### src/rtl/mc_control_fsm.sv
// mc_control_fsm
//   Multi-cycle RV32I control unit. A 16-state FSM that sequences the
//   shared-memory datapath (PC, OldPC, IR, A/B, ALUOut, Data registers).
//   It supports the full branch set, shift/compare ALU ops, an optional
//   memory wait-state handshake, a sticky illegal-instruction flag and a
//   one-cycle retire strobe.
//
// Ports
//   clk, reset              rising-edge clock, async active-high reset
//   opcode/funct3/funct7    instruction fields from IR
//   zero, lt, ltu           ALU compare flags for branches
//   mem_ready               memory access completes this cycle
//   mem_req, mem_write      memory request / store strobe
//   pc_write, ir_write      PC load, IR+OldPC load
//   reg_write               register file write enable
//   adr_src                 0 = PC, 1 = ALUOut as memory address
//   result_src              00 ALUOut, 01 Data, 10 ALU result
//   alu_src_a               00 PC, 01 OldPC, 10 A, 11 zero
//   alu_src_b               00 B, 01 imm, 10 constant 4
//   alu_control             0 ADD .. 9 SRA
//   imm_src                 000 I, 001 S, 010 B, 011 J, 100 U
//   illegal                 sticky illegal-instruction flag
//   instr_done              one-cycle retire pulse
//   state_dbg               current state encoding
module mc_control_fsm #(
  parameter int unsigned ALU_CTRL_W  = 4,
  parameter bit          MEM_WAIT_EN = 1'b1
) (
  input  logic                  clk,
  input  logic                  reset,
  input  logic [6:0]            opcode,
  input  logic [2:0]            funct3,
  input  logic [6:0]            funct7,
  input  logic                  zero,
  input  logic                  lt,
  input  logic                  ltu,
  input  logic                  mem_ready,
  output logic                  mem_req,
  output logic                  pc_write,
  output logic                  adr_src,
  output logic                  mem_write,
  output logic                  ir_write,
  output logic                  reg_write,
  output logic [1:0]            result_src,
  output logic [1:0]            alu_src_a,
  output logic [1:0]            alu_src_b,
  output logic [ALU_CTRL_W-1:0] alu_control,
  output logic [2:0]            imm_src,
  output logic                  illegal,
  output logic                  instr_done,
  output logic [3:0]            state_dbg
);

  typedef enum logic [3:0] {
    S_FETCH     = 4'd0,
    S_DECODE    = 4'd1,
    S_MEM_ADR   = 4'd2,
    S_MEM_READ  = 4'd3,
    S_MEM_WB    = 4'd4,
    S_MEM_WRITE = 4'd5,
    S_EXEC_R    = 4'd6,
    S_EXEC_I    = 4'd7,
    S_ALU_WB    = 4'd8,
    S_JAL       = 4'd9,
    S_JALR      = 4'd10,
    S_LINK      = 4'd11,
    S_BRANCH    = 4'd12,
    S_LUI       = 4'd13,
    S_AUIPC     = 4'd14,
    S_ILLEGAL   = 4'd15
  } state_t;

  typedef enum logic [3:0] {
    ALU_ADD  = 4'd0,
    ALU_SUB  = 4'd1,
    ALU_AND  = 4'd2,
    ALU_OR   = 4'd3,
    ALU_XOR  = 4'd4,
    ALU_SLT  = 4'd5,
    ALU_SLTU = 4'd6,
    ALU_SLL  = 4'd7,
    ALU_SRL  = 4'd8,
    ALU_SRA  = 4'd9
  } alu_op_t;

  localparam logic [6:0] OP_LOAD   = 7'b0000011;
  localparam logic [6:0] OP_STORE  = 7'b0100011;
  localparam logic [6:0] OP_R      = 7'b0110011;
  localparam logic [6:0] OP_I      = 7'b0010011;
  localparam logic [6:0] OP_JAL    = 7'b1101111;
  localparam logic [6:0] OP_JALR   = 7'b1100111;
  localparam logic [6:0] OP_BRANCH = 7'b1100011;
  localparam logic [6:0] OP_LUI    = 7'b0110111;
  localparam logic [6:0] OP_AUIPC  = 7'b0010111;

  state_t  state, next_state;
  alu_op_t alu_dec, alu_sel;
  logic    ready;
  logic    taken;
  logic    illegal_q;

  assign ready = MEM_WAIT_EN ? mem_ready : 1'b1;

  always_ff @(posedge clk or posedge reset) begin
    if (reset) begin
      state     <= S_FETCH;
      illegal_q <= 1'b0;
    end else begin
      state <= next_state;
      if (next_state == S_ILLEGAL)
        illegal_q <= 1'b1;
    end
  end

  assign illegal   = illegal_q;
  assign state_dbg = state;
  assign alu_control = ALU_CTRL_W'(alu_sel);

  // Immediate format depends only on the opcode.
  always_comb begin
    imm_src = 3'b000;
    case (opcode)
      OP_STORE:           imm_src = 3'b001;
      OP_BRANCH:          imm_src = 3'b010;
      OP_JAL:             imm_src = 3'b011;
      OP_LUI, OP_AUIPC:   imm_src = 3'b100;
      default:            imm_src = 3'b000;
    endcase
  end

  // SUB only exists for R-type; I-type funct3 000 is always ADD.
  always_comb begin
    alu_dec = ALU_ADD;
    case (funct3)
      3'b000: alu_dec = (opcode == OP_R && funct7[5]) ? ALU_SUB : ALU_ADD;
      3'b001: alu_dec = ALU_SLL;
      3'b010: alu_dec = ALU_SLT;
      3'b011: alu_dec = ALU_SLTU;
      3'b100: alu_dec = ALU_XOR;
      3'b101: alu_dec = funct7[5] ? ALU_SRA : ALU_SRL;
      3'b110: alu_dec = ALU_OR;
      3'b111: alu_dec = ALU_AND;
      default: alu_dec = ALU_ADD;
    endcase
  end

  always_comb begin
    taken = 1'b0;
    case (funct3)
      3'b000:  taken = zero;
      3'b001:  taken = ~zero;
      3'b100:  taken = lt;
      3'b101:  taken = ~lt;
      3'b110:  taken = ltu;
      3'b111:  taken = ~ltu;
      default: taken = 1'b0;
    endcase
  end

  always_comb begin
    next_state = state;
    mem_req    = 1'b0;
    pc_write   = 1'b0;
    adr_src    = 1'b0;
    mem_write  = 1'b0;
    ir_write   = 1'b0;
    reg_write  = 1'b0;
    instr_done = 1'b0;
    result_src = 2'b00;
    alu_src_a  = 2'b00;
    alu_src_b  = 2'b00;
    alu_sel    = ALU_ADD;

    case (state)
      S_FETCH: begin
        mem_req    = 1'b1;
        alu_src_b  = 2'b10;
        result_src = 2'b10;
        if (ready) begin
          ir_write   = 1'b1;
          pc_write   = 1'b1;
          next_state = S_DECODE;
        end
      end
      S_DECODE: begin
        alu_src_a = 2'b01;
        alu_src_b = 2'b01;
        case (opcode)
          OP_LOAD, OP_STORE: next_state = S_MEM_ADR;
          OP_R:              next_state = (funct7 == 7'h00 || funct7 == 7'h20)
                                          ? S_EXEC_R : S_ILLEGAL;
          OP_I:              next_state = S_EXEC_I;
          OP_JAL:            next_state = S_JAL;
          OP_JALR:           next_state = S_JALR;
          OP_BRANCH:         next_state = (funct3 == 3'b010 || funct3 == 3'b011)
                                          ? S_ILLEGAL : S_BRANCH;
          OP_LUI:            next_state = S_LUI;
          OP_AUIPC:          next_state = S_AUIPC;
          default:           next_state = S_ILLEGAL;
        endcase
      end
      S_MEM_ADR: begin
        alu_src_a  = 2'b10;
        alu_src_b  = 2'b01;
        next_state = (opcode == OP_LOAD) ? S_MEM_READ : S_MEM_WRITE;
      end
      S_MEM_READ: begin
        mem_req = 1'b1;
        adr_src = 1'b1;
        if (ready)
          next_state = S_MEM_WB;
      end
      S_MEM_WB: begin
        result_src = 2'b01;
        reg_write  = 1'b1;
        instr_done = 1'b1;
        next_state = S_FETCH;
      end
      S_MEM_WRITE: begin
        mem_req = 1'b1;
        adr_src = 1'b1;
        if (ready) begin
          mem_write  = 1'b1;
          instr_done = 1'b1;
          next_state = S_FETCH;
        end
      end
      S_EXEC_R: begin
        alu_src_a  = 2'b10;
        alu_src_b  = 2'b00;
        alu_sel    = alu_dec;
        next_state = S_ALU_WB;
      end
      S_EXEC_I: begin
        alu_src_a  = 2'b10;
        alu_src_b  = 2'b01;
        alu_sel    = alu_dec;
        next_state = S_ALU_WB;
      end
      S_ALU_WB: begin
        reg_write  = 1'b1;
        instr_done = 1'b1;
        next_state = S_FETCH;
      end
      S_JAL: begin
        // PC takes the target held in ALUOut; ALU forms OldPC+4 for the link.
        alu_src_a  = 2'b01;
        alu_src_b  = 2'b10;
        pc_write   = 1'b1;
        next_state = S_ALU_WB;
      end
      S_JALR: begin
        alu_src_a  = 2'b10;
        alu_src_b  = 2'b01;
        result_src = 2'b10;
        pc_write   = 1'b1;
        next_state = S_LINK;
      end
      S_LINK: begin
        alu_src_a  = 2'b01;
        alu_src_b  = 2'b10;
        result_src = 2'b10;
        reg_write  = 1'b1;
        instr_done = 1'b1;
        next_state = S_FETCH;
      end
      S_BRANCH: begin
        alu_src_a  = 2'b10;
        alu_src_b  = 2'b00;
        alu_sel    = ALU_SUB;
        pc_write   = taken;
        instr_done = 1'b1;
        next_state = S_FETCH;
      end
      S_LUI: begin
        alu_src_a  = 2'b11;
        alu_src_b  = 2'b01;
        next_state = S_ALU_WB;
      end
      S_AUIPC: begin
        alu_src_a  = 2'b01;
        alu_src_b  = 2'b01;
        next_state = S_ALU_WB;
      end
      S_ILLEGAL: next_state = S_ILLEGAL;
      default:   next_state = S_FETCH;
    endcase

    // The state register already reads FETCH during reset; squash its
    // strobes and selects so nothing is requested until reset releases.
    if (reset) begin
      mem_req    = 1'b0;
      pc_write   = 1'b0;
      adr_src    = 1'b0;
      mem_write  = 1'b0;
      ir_write   = 1'b0;
      reg_write  = 1'b0;
      instr_done = 1'b0;
      result_src = '0;
      alu_src_a  = '0;
      alu_src_b  = '0;
      alu_sel    = ALU_ADD;
    end
  end

endmodule

### config.mk
export PLATFORM = sky130hd
export DESIGN_NAME = mc_control_fsm
export DESIGN_NICKNAME = d
export VERILOG_FILES = /design/src/rtl/mc_control_fsm.sv
export SDC_FILE = /design/constraint.sdc
export NUM_CORES = 1
export LEC_CHECK = 0
export ABC_AREA = 1
export BUFFER_PORTS_ARGS = -buffer_cell sky130_fd_sc_hd__buf_4
export CAP_MARGIN = 20
export CORE_MARGIN = 3
export CORE_UTILIZATION = 41
export CTS_BUF_LIST = sky130_fd_sc_hd__clkbuf_16
export CTS_CLUSTER_SIZE = 16
export DETAILED_ROUTE_END_ITERATION = 10
export PLACE_DENSITY = 0.76
export SYNTH_ARGS = -nofsm -noshare
export SYNTH_HDL_FRONTEND = slang
export SYNTH_SLANG_ARGS = --single-unit
### constraint.sdc
create_clock -name clk -period 1.4 [get_ports clk]
set_input_delay 0.28 -clock clk [delete_from_list [all_inputs] [get_ports clk]]
set_output_delay 0.28 -clock clk [all_outputs]
set_load 0.05 [all_outputs]
==> results of run 1 <==
==> metrics by stage <==
stage | utilization | cells | area [µm²]
2_1_floorplan | - | 174 | 1220
3_3_place_gp | 0.951 | 296 | 1960
3_5_place_dp | 0.951 | 296 | 1960
==> synthesized netlist by cell type <==
| cell | n | area [µm²] |
|---|---|---|
| o2111ai_1 | 1 | 8.76 |
| a32oi_1 | 1 | 8.76 |
| inv_2 | 7 | 26.3 |
| nor4_1 | 2 | 12.5 |
| dfrtp_1 | 5 | 125 |
| o21ai_2 | 1 | 8.76 |
| a21oi_1 | 12 | 60.1 |
| nor2_4 | 3 | 33.8 |
| nand2_1 | 40 | 150 |
| nand2_2 | 12 | 75.1 |
| nor2_2 | 4 | 25.0 |
| nor3b_2 | 1 | 12.5 |
| nand3_1 | 13 | 65.1 |
| nor3_1 | 7 | 35.0 |
| o31ai_1 | 1 | 7.51 |
| clkbuf_1 | 1 | 3.75 |
| nand4_1 | 1 | 6.26 |
| inv_1 | 18 | 67.6 |
| a31oi_1 | 4 | 25.0 |
| nor2_1 | 29 | 109 |
| clkbuf_2 | 1 | 5.00 |
| nand3_2 | 3 | 30.0 |
| o211ai_1 | 1 | 7.51 |
| o21ai_0 | 5 | 25.0 |
| a211oi_1 | 1 | 7.51 |
==> kinds of logic after synthesis <==
logic type | count (synthesis) | share of synthesized area
compound gates | 27 | 0.169
buf+inv | 27 | 0.109
flops | 5 | 0.133
simple gates | 115 | 0.589
==> run_results.csv, run 1 <==
group,metric,value,unit
clocking,clockRootBuffer,"clkbuf_16",
logic_synthesis,yosysUniqueCellTypes,25,
placed_design,io_buffers,47,
placed_design,post-place-ws,-0.367,ns
status,stop_error,"[ERROR DPL-0038] Utilization greater than 100%, impossible to legalize",
status,status,"stopped before the end",
logic_synthesis,syn_inst,174,
logic_synthesis,syn_nets,197,
placed_design,gp_congestion,0.929,
clocking,cts_made_buffers,3,
clocking,postCtsSetupBuffers,11,
clocking,cts_resized,90,
status,last-stage-reached,"4_1_cts",
floorplan,initial_core_util,0.456,
clocking,hold_buffers,0,
logic_synthesis,yosysWarnings,0,
floorplan,design.portCount,48,
floorplan,rows,16,
logic_synthesis,ys_ff_latch,5,
logic_synthesis,netlist_area,941,µm²
clocking,h-tree-depth,1,
floorplan,die_y,53.9,µm
logic_synthesis,syn_avg_cell_area,5.41,µm²
clocking,cts_buffer_depth,2,
clocking,clock_sinks,5,
floorplan,die_w,53.9,µm
logic_synthesis,ys_seq_area_frac,0.133,
placed_design,dp.final_hpwl,4030,µm
==> run 2, diff against run 1 <==
--- a/config.mk
+++ b/config.mk
@@ -9,11 +9,9 @@
 export BUFFER_PORTS_ARGS = -buffer_cell sky130_fd_sc_hd__buf_4
 export CAP_MARGIN = 20
 export CORE_MARGIN = 3
-export CORE_UTILIZATION = 41
-export CTS_BUF_LIST = sky130_fd_sc_hd__clkbuf_16
-export CTS_CLUSTER_SIZE = 16
+export CORE_UTILIZATION = 26
 export DETAILED_ROUTE_END_ITERATION = 10
-export PLACE_DENSITY = 0.76
+export PLACE_DENSITY_LB_ADDON = 0.15
 export SYNTH_ARGS = -nofsm -noshare
 export SYNTH_HDL_FRONTEND = slang
 export SYNTH_SLANG_ARGS = --single-unit
==> constraint.sdc (replaced) <==
create_clock -name clk -period 1.8 [get_ports clk]
set_input_delay 0.36 -clock clk [delete_from_list [all_inputs] [get_ports clk]]
set_output_delay 0.36 -clock clk [all_outputs]
set_load 0.05 [all_outputs]
==> run_results.csv, run 2 <==
group,metric,value,unit
clocking,hold_buffers,0,
floorplan,rows,21,
drt,wl_per_cell,11.1,µm
setup_path,cp_slowest_cell,"dfrtp_2",
sta,hold_ws,0.235,ns
cells_and_area,syn_to_final_growth,111,%
pwr,p_int,1.02,mW
setup_path,cp_max_fo,5,
global_routing,grt_pass1_wl,5710,µm
clocking,cts_buffer_depth,2,
cells_and_area,finalNetCount,278,
drt,drc,0,
global_routing,grt_overflow_total,0,
logic_synthesis,synth.most_common_cell,"nand2_1",
setup_path,r2r-start,"state_dbg[0]",
pwr,power_density,1200,nW/µm²
worst_hold_path,hold_class,"in -> async",
pwr,p_leak,0.932,nW
setup_path,cp.arrival,1.53,ns
logic_synthesis,synth_top_area_frac,0.160,
drt,first_pass_iters,4,
setup_path,path_cells,"nor2_2 > inv_2 > nor2_4 > nand2_2 > a31oi_4 > buf_6",
cells_and_area,layout_commonest_cell,"buf_4",
pwr,combPwrFrac,0.843,
pwr,irDropWorstVdd,0.985,mV
setup_path,path_class,"reg -> out",
clocking,cts_tree,"yes",
logic_synthesis,synth_edf_count,0,
sta,max_slew_margin,0.756,
global_routing,grt_pass1_vias,1289,
placed_design,gp_congestion,0.839,
clocking,clockRootBuffer,"clkbuf_4",
logic_synthesis,ys_ff_latch,5,
logic_synthesis,syn_avg_cell_area,5.41,µm²
global_routing,antenna_found_initial,0,
drt,viasPerCell,4.60,
placed_design,io_buffers,47,
floorplan,initial_core_util,0.275,
logic_synthesis,netlist_area,941,µm²
pwr,total_power,2.38,mW
cells_and_area,drive_above_1_share,0.630,
placed_design,dp_cells,283,
setup_path,r2r_setup_slack,0.22,ns
pwr,netSwitchingFraction,0.574,
logic_synthesis,synth_flop_cell,"dfrtp_1",
global_routing,grt_max_degree,11,
setup_path,crit_end,"pc_write",
drt,antenna_left,0,
status,status,"finished with violations",
cells_and_area,largest_reg_flops,4,
flow_run,max-cap-violations,0,
sta,worstMarginPinSlew,0.365,ns
global_routing,grtUsageTotal,0.164,
sta,finalCritPeriodShare,1.05,
cells_and_area,finish.utilization,0.581,
placed_design,dp.final_hpwl,2560,µm
logic_synthesis,yosys.area.top_type,"nand2_1",
clocking,path_clk_slew,0.05,ns
setup_path,cp.required,1.44,ns
logic_synthesis,yosysWarnings,0,
setup_path,end_kind,"output port",
floorplan,die_w,66.2,µm
cells_and_area,antenna_cells,0,
floorplan,core-area,3420,µm²
sta,setup_violations,15,
drt,wl,3320,µm
logic_synthesis,synthArstFlopShare,1.00,
pwr,pwr-share-clk,0.056,
cells_and_area,final_cell_mix,"buf_4 (63), nand2_1 (33), nor2_1 (15), buf_6 (15)",
clocking,cts_made_buffers,3,
logic_synthesis,yosysUniqueCellTypes,25,
drt,first_iter_violations,63,
setup_path,ff2ff_path_depth,8,
logic_synthesis,ys_seq_area_frac,0.133,
sta,finClkSkew,0.00783,ns
setup_path,r2r_end,"illegal",
logic_synthesis,syn_inst,174,
clocking,insertion_delay,0.25,ns
setup_path,worstSetupStartpoint,"state_dbg[0]",
cells_and_area,fin_cells,300,
sta,hold_viol_final,0,
floorplan,fp.dieArea,4380,µm²
status,violations,"setup timing",
floorplan,die_y,66.2,µm
pwr,p_seq_frac,0.100,
logic_synthesis,ys_top_cells_by_count,"nand2_1 (40), nor2_1 (29), inv_1 (18)",
logic_synthesis,synth.top_cells.by_area,"nand2_1 (16%), dfrtp_1 (13%), nor2_1 (12%)",
clocking,clock_sinks,5,
sta,clock.fmax,529,MHz
sta,finalMaxSlewViolations,0,
setup_path,critical_path.max_stage_delay,0.45,ns
floorplan,design.portCount,48,
pwr,switchingPower,1.37,mW
sta,period_needed,1.89,ns
setup_path,startpoint_type,"flip-flop",
clocking,h-tree-depth,1,
sta,worst_slack,-0.0914,ns
placed_design,post-place-ws,-0.0139,ns
drt,vias,1380,
sta,rsz0062_at_grt,"yes",
logic_synthesis,syn_nets,197,
-- run 2: cell counts after synthesis --
Identical to the previous run, type by type.
-- run 2: worst min path at each step --
stage,start,end,slack [ns],cells after the start
floorplan,reset,illegal,0.17,1
global placement,illegal,illegal,0.46,2
detailed placement,illegal,illegal,0.46,2
CTS,reset,state_dbg[1],0.22,3
global route,reset,state_dbg[3],0.23,3
finish,reset,state_dbg[3],0.24,3
-- run 2: cell families after synthesis --
kind of cell | share of synthesized area
and+or+nand+nor | 0.589
AOI/OAI and AO/OA | 0.169
buffers and inverters | 0.109
DFF | 0.133
-- run 2: repair_timing --
| item | CTS | global route |
|---|---|---|
| setup endpoints to repair | 16 | 18 |
| resized for setup | 39 | 6 |
| pin swaps | 11 | 4 |
| buffers inserted | 11 | 2 |
-- run 2: area by class of cell --
cell class                 count  area, µm²
clock buffer                   4       26.3
fill                         330       1430
inverter                      25       98.8
multi-input combinational    142       1030
sequential                     5        130
tap                           46       57.6
timing repair buffer          78        642
-- run 2: layer usage --
metal  vias up  global-route usage  wire length (µm)
met5         -                   0                 0
met4         0              0.0355                16
met1       598               0.227              1590
met3         4              0.0272               163
met2        38               0.264              1540
li1        740                   -                 -
-- run 2: power groups by stage --
stage | sequential (mW) | clock [mW] | combinational (mW)
after detailed placement | 0.229 | 0 | 1.58
after global routing | 0.247 | 0.157 | 2.14
after global placement | 0.232 | 0 | 1.58
after CTS | 0.234 | 0.138 | 1.94
final | 0.239 | 0.134 | 2.01
after floorplan | 0.334 | 0 | 1.05
-- run 2: metrics by stage --
| step | cell area [µm²] | setup TNS [ns] |
|---|---|---|
| after CTS | 1950 | -0.667 |
| after global placement | 1700 | -0.00931 |
| after detailed placement | 1700 | -0.0139 |
| after global routing | 1990 | -2.18 |
| final | 1990 | -0.700 |
| after floorplan | 1170 | -0.599 |
-- run 2: critical path: cells and delay by family (launching register included) --
| family | cells | cell delay, ns |
|---|---|---|
| and+or+nand+nor | 3 | 0.40 |
| AOI/OAI and AO/OA | 1 | 0.16 |
| DFF | 1 | 0.45 |
| buffers and inverters | 2 | 0.27 |
(Power assumes the default switching activity.)
==> run 3, diff against run 2 <==
==> constraint.sdc (replaced) <==
create_clock -name clk -period 1.8 [get_ports clk]
set_input_delay 0.09 -clock clk [delete_from_list [all_inputs] [get_ports clk]]
set_output_delay 0.09 -clock clk [all_outputs]
set_load 0.05 [all_outputs]
==> run_results.csv, run 3 (synthesized netlist as in run 2, its figures left out) <==
group,metric,value,unit
placed_design,io_buffers,47,
drt,viasPerCell,4.55,
floorplan,fp.dieArea,4380,µm²
sta,rsz0062_at_grt,"yes",
drt,wl_per_cell,10.8,µm
status,status,"finished clean",
flow_run,max-cap-violations,0,
placed_design,dp.final_hpwl,2550,µm
cells_and_area,stdcell_area,1580,µm²
pwr,power_density,1160,nW/µm²
setup_path,startpoint_type,"primary input",
sta,max_slew_margin,0.742,
clocking,path_clk_slew,0.05,ns
sta,finClkSkew,0.00534,ns
worst_hold_path,hold_class,"in -> reg",
sta,finalMaxSlewViolations,0,
worst_hold_path,min_path_cells,3,
clocking,postCtsSetupBuffers,0,
drt,drc,0,
setup_path,cp.arrival,1.61,ns
floorplan,die_y,66.2,µm
cells_and_area,final_cell_mix,"buf_4 (47), nand2_1 (36), nor2_1 (18)",
clocking,clock_sinks,5,
clocking,cts_tree,"yes",
clocking,clockRootBuffer,"clkbuf_4",
sta,hold_ws,0.187,ns
floorplan,initial_core_util,0.275,
placed_design,gp_congestion,0.836,
floorplan,rows,21,
sta,clock.fmax,587,MHz
clocking,cts_made_buffers,3,
cells_and_area,drive_above_1_share,0.511,
pwr,irDropWorstVdd,0.837,mV
cells_and_area,layout_commonest_cell,"buf_4",
floorplan,design.portCount,48,
global_routing,grt_max_degree,16,
setup_path,ff2ff_path_depth,8,
drt,first_pass_iters,4,
drt,antenna_left,0,
global_routing,grt_pass1_wl,5090,µm
clocking,h-tree-depth,1,
cells_and_area,largest_reg_flops,4,
drt,wl,2950,µm
sta,period_needed,1.70,ns
pwr,p_leak,0.741,nW
placed_design,postPlaceCellArea,1490,µm²
placed_design,dp_cells,268,
cells_and_area,syn_to_final_growth,67.6,%
drt,first_iter_violations,44,
cells_and_area,finalNetCount,251,
cells_and_area,antenna_cells,0,
floorplan,core-area,3420,µm²
clocking,cts_buffer_depth,2,
global_routing,grt_pass1_vias,1187,
cells_and_area,fin_cells,273,
setup_path,cp.required,1.71,ns
drt,vias,1243,
floorplan,die_w,66.2,µm
sta,worstMarginPinSlew,0.385,ns
setup_path,path_class,"in -> out",
clocking,insertion_delay,0.24,ns
global_routing,grt_overflow_total,0,
setup_path,cp_max_fo,15,
global_routing,grtUsageTotal,0.144,
setup_path,end_kind,"output port",
sta,worst_slack,0.0950,ns
sta,finalCritPeriodShare,0.947,
sta,setup_violations,0,
placed_design,post-place-ws,0.219,ns
global_routing,antenna_found_initial,0,
sta,hold_viol_final,0,
==> run 3: cell types whose count changed in the layout (fill, tap and decap cells not counted), sizes merged <==
cell | previous run | this run
clkinvlp | 0 | 1
buf | 78 | 50
inv | 25 | 24
dlygate4sd3 | 0 | 1
==> run 3: power by group <==
part / total (mW) / switching, mW / internal (mW) / leakage, nW
clock: 0.129 / 0.0456 / 0.0838 / 0.0150
combinational: 1.46 / 0.996 / 0.468 / 0.670
sequential: 0.233 / 0.0763 / 0.157 / 0.0560
total: 1.83 / 1.12 / 0.709 / 0.741
==> run 3: stage by stage <==
step	power, mW	TNS (ns)	util
after floorplan	1.24	-0.648	-
after global placement	1.63	0	0.436
after detailed placement	1.62	0	0.436
after CTS	1.76	0	0.448
after global routing	1.97	-0.0142	0.462
final	1.83	0	0.462
==> run 3: critical path: stages <==
cell and delay, ns:
dlygate4sd3_1 0.52, buf_4 0.29, clkinvlp_4 0.26, nand2_2 0.20, nor4_4 0.05, buf_4 0.19
==> run 3: routing by layer <==
| metal | track usage | vias to the layer above | routed length [µm] |
|---|---|---|---|
| met5 | 0 | - | 0 |
| met4 | 0.0457 | 0 | 21 |
| met3 | 0.0238 | 4 | 167 |
| met2 | 0.219 | 26 | 1270 |
| met1 | 0.203 | 533 | 1490 |
| li1 | - | 680 | - |
==> run 3: worst paths after layout <==
| path | from | to | slack, ns |
|---|---|---|---|
| worst max register to register | state_dbg[1] | illegal | 0.29 |
| worst min register to register | illegal | illegal | 0.47 |
| min in group asynchronous | reset | state_dbg[1] | 0.45 |
| worst min-delay path | mem_ready | state_dbg[0] | 0.19 |
| worst max-delay path | reset | alu_control[3] | 0.1 |
| max in group asynchronous | reset | state_dbg[2] | 1.19 |
==> run 3: final cells by class <==
class / count / area, µm²
clock buffers: 4 / 26.3
fillers: 378 / 1840
inverters: 25 / 97.6
multi-input cells: 142 / 870
flip-flops and latches: 5 / 129
well taps: 46 / 57.6
repair buffers: 51 / 397
==> run 3: what timing repair did <==
action / CTS / global route
hold buffers: 1 / 0
endpoints found under the hold margin: 5 / 0
pin swaps: 0 / 1
setup endpoints to repair: 2 / 10
gates resized for setup: 2 / 17
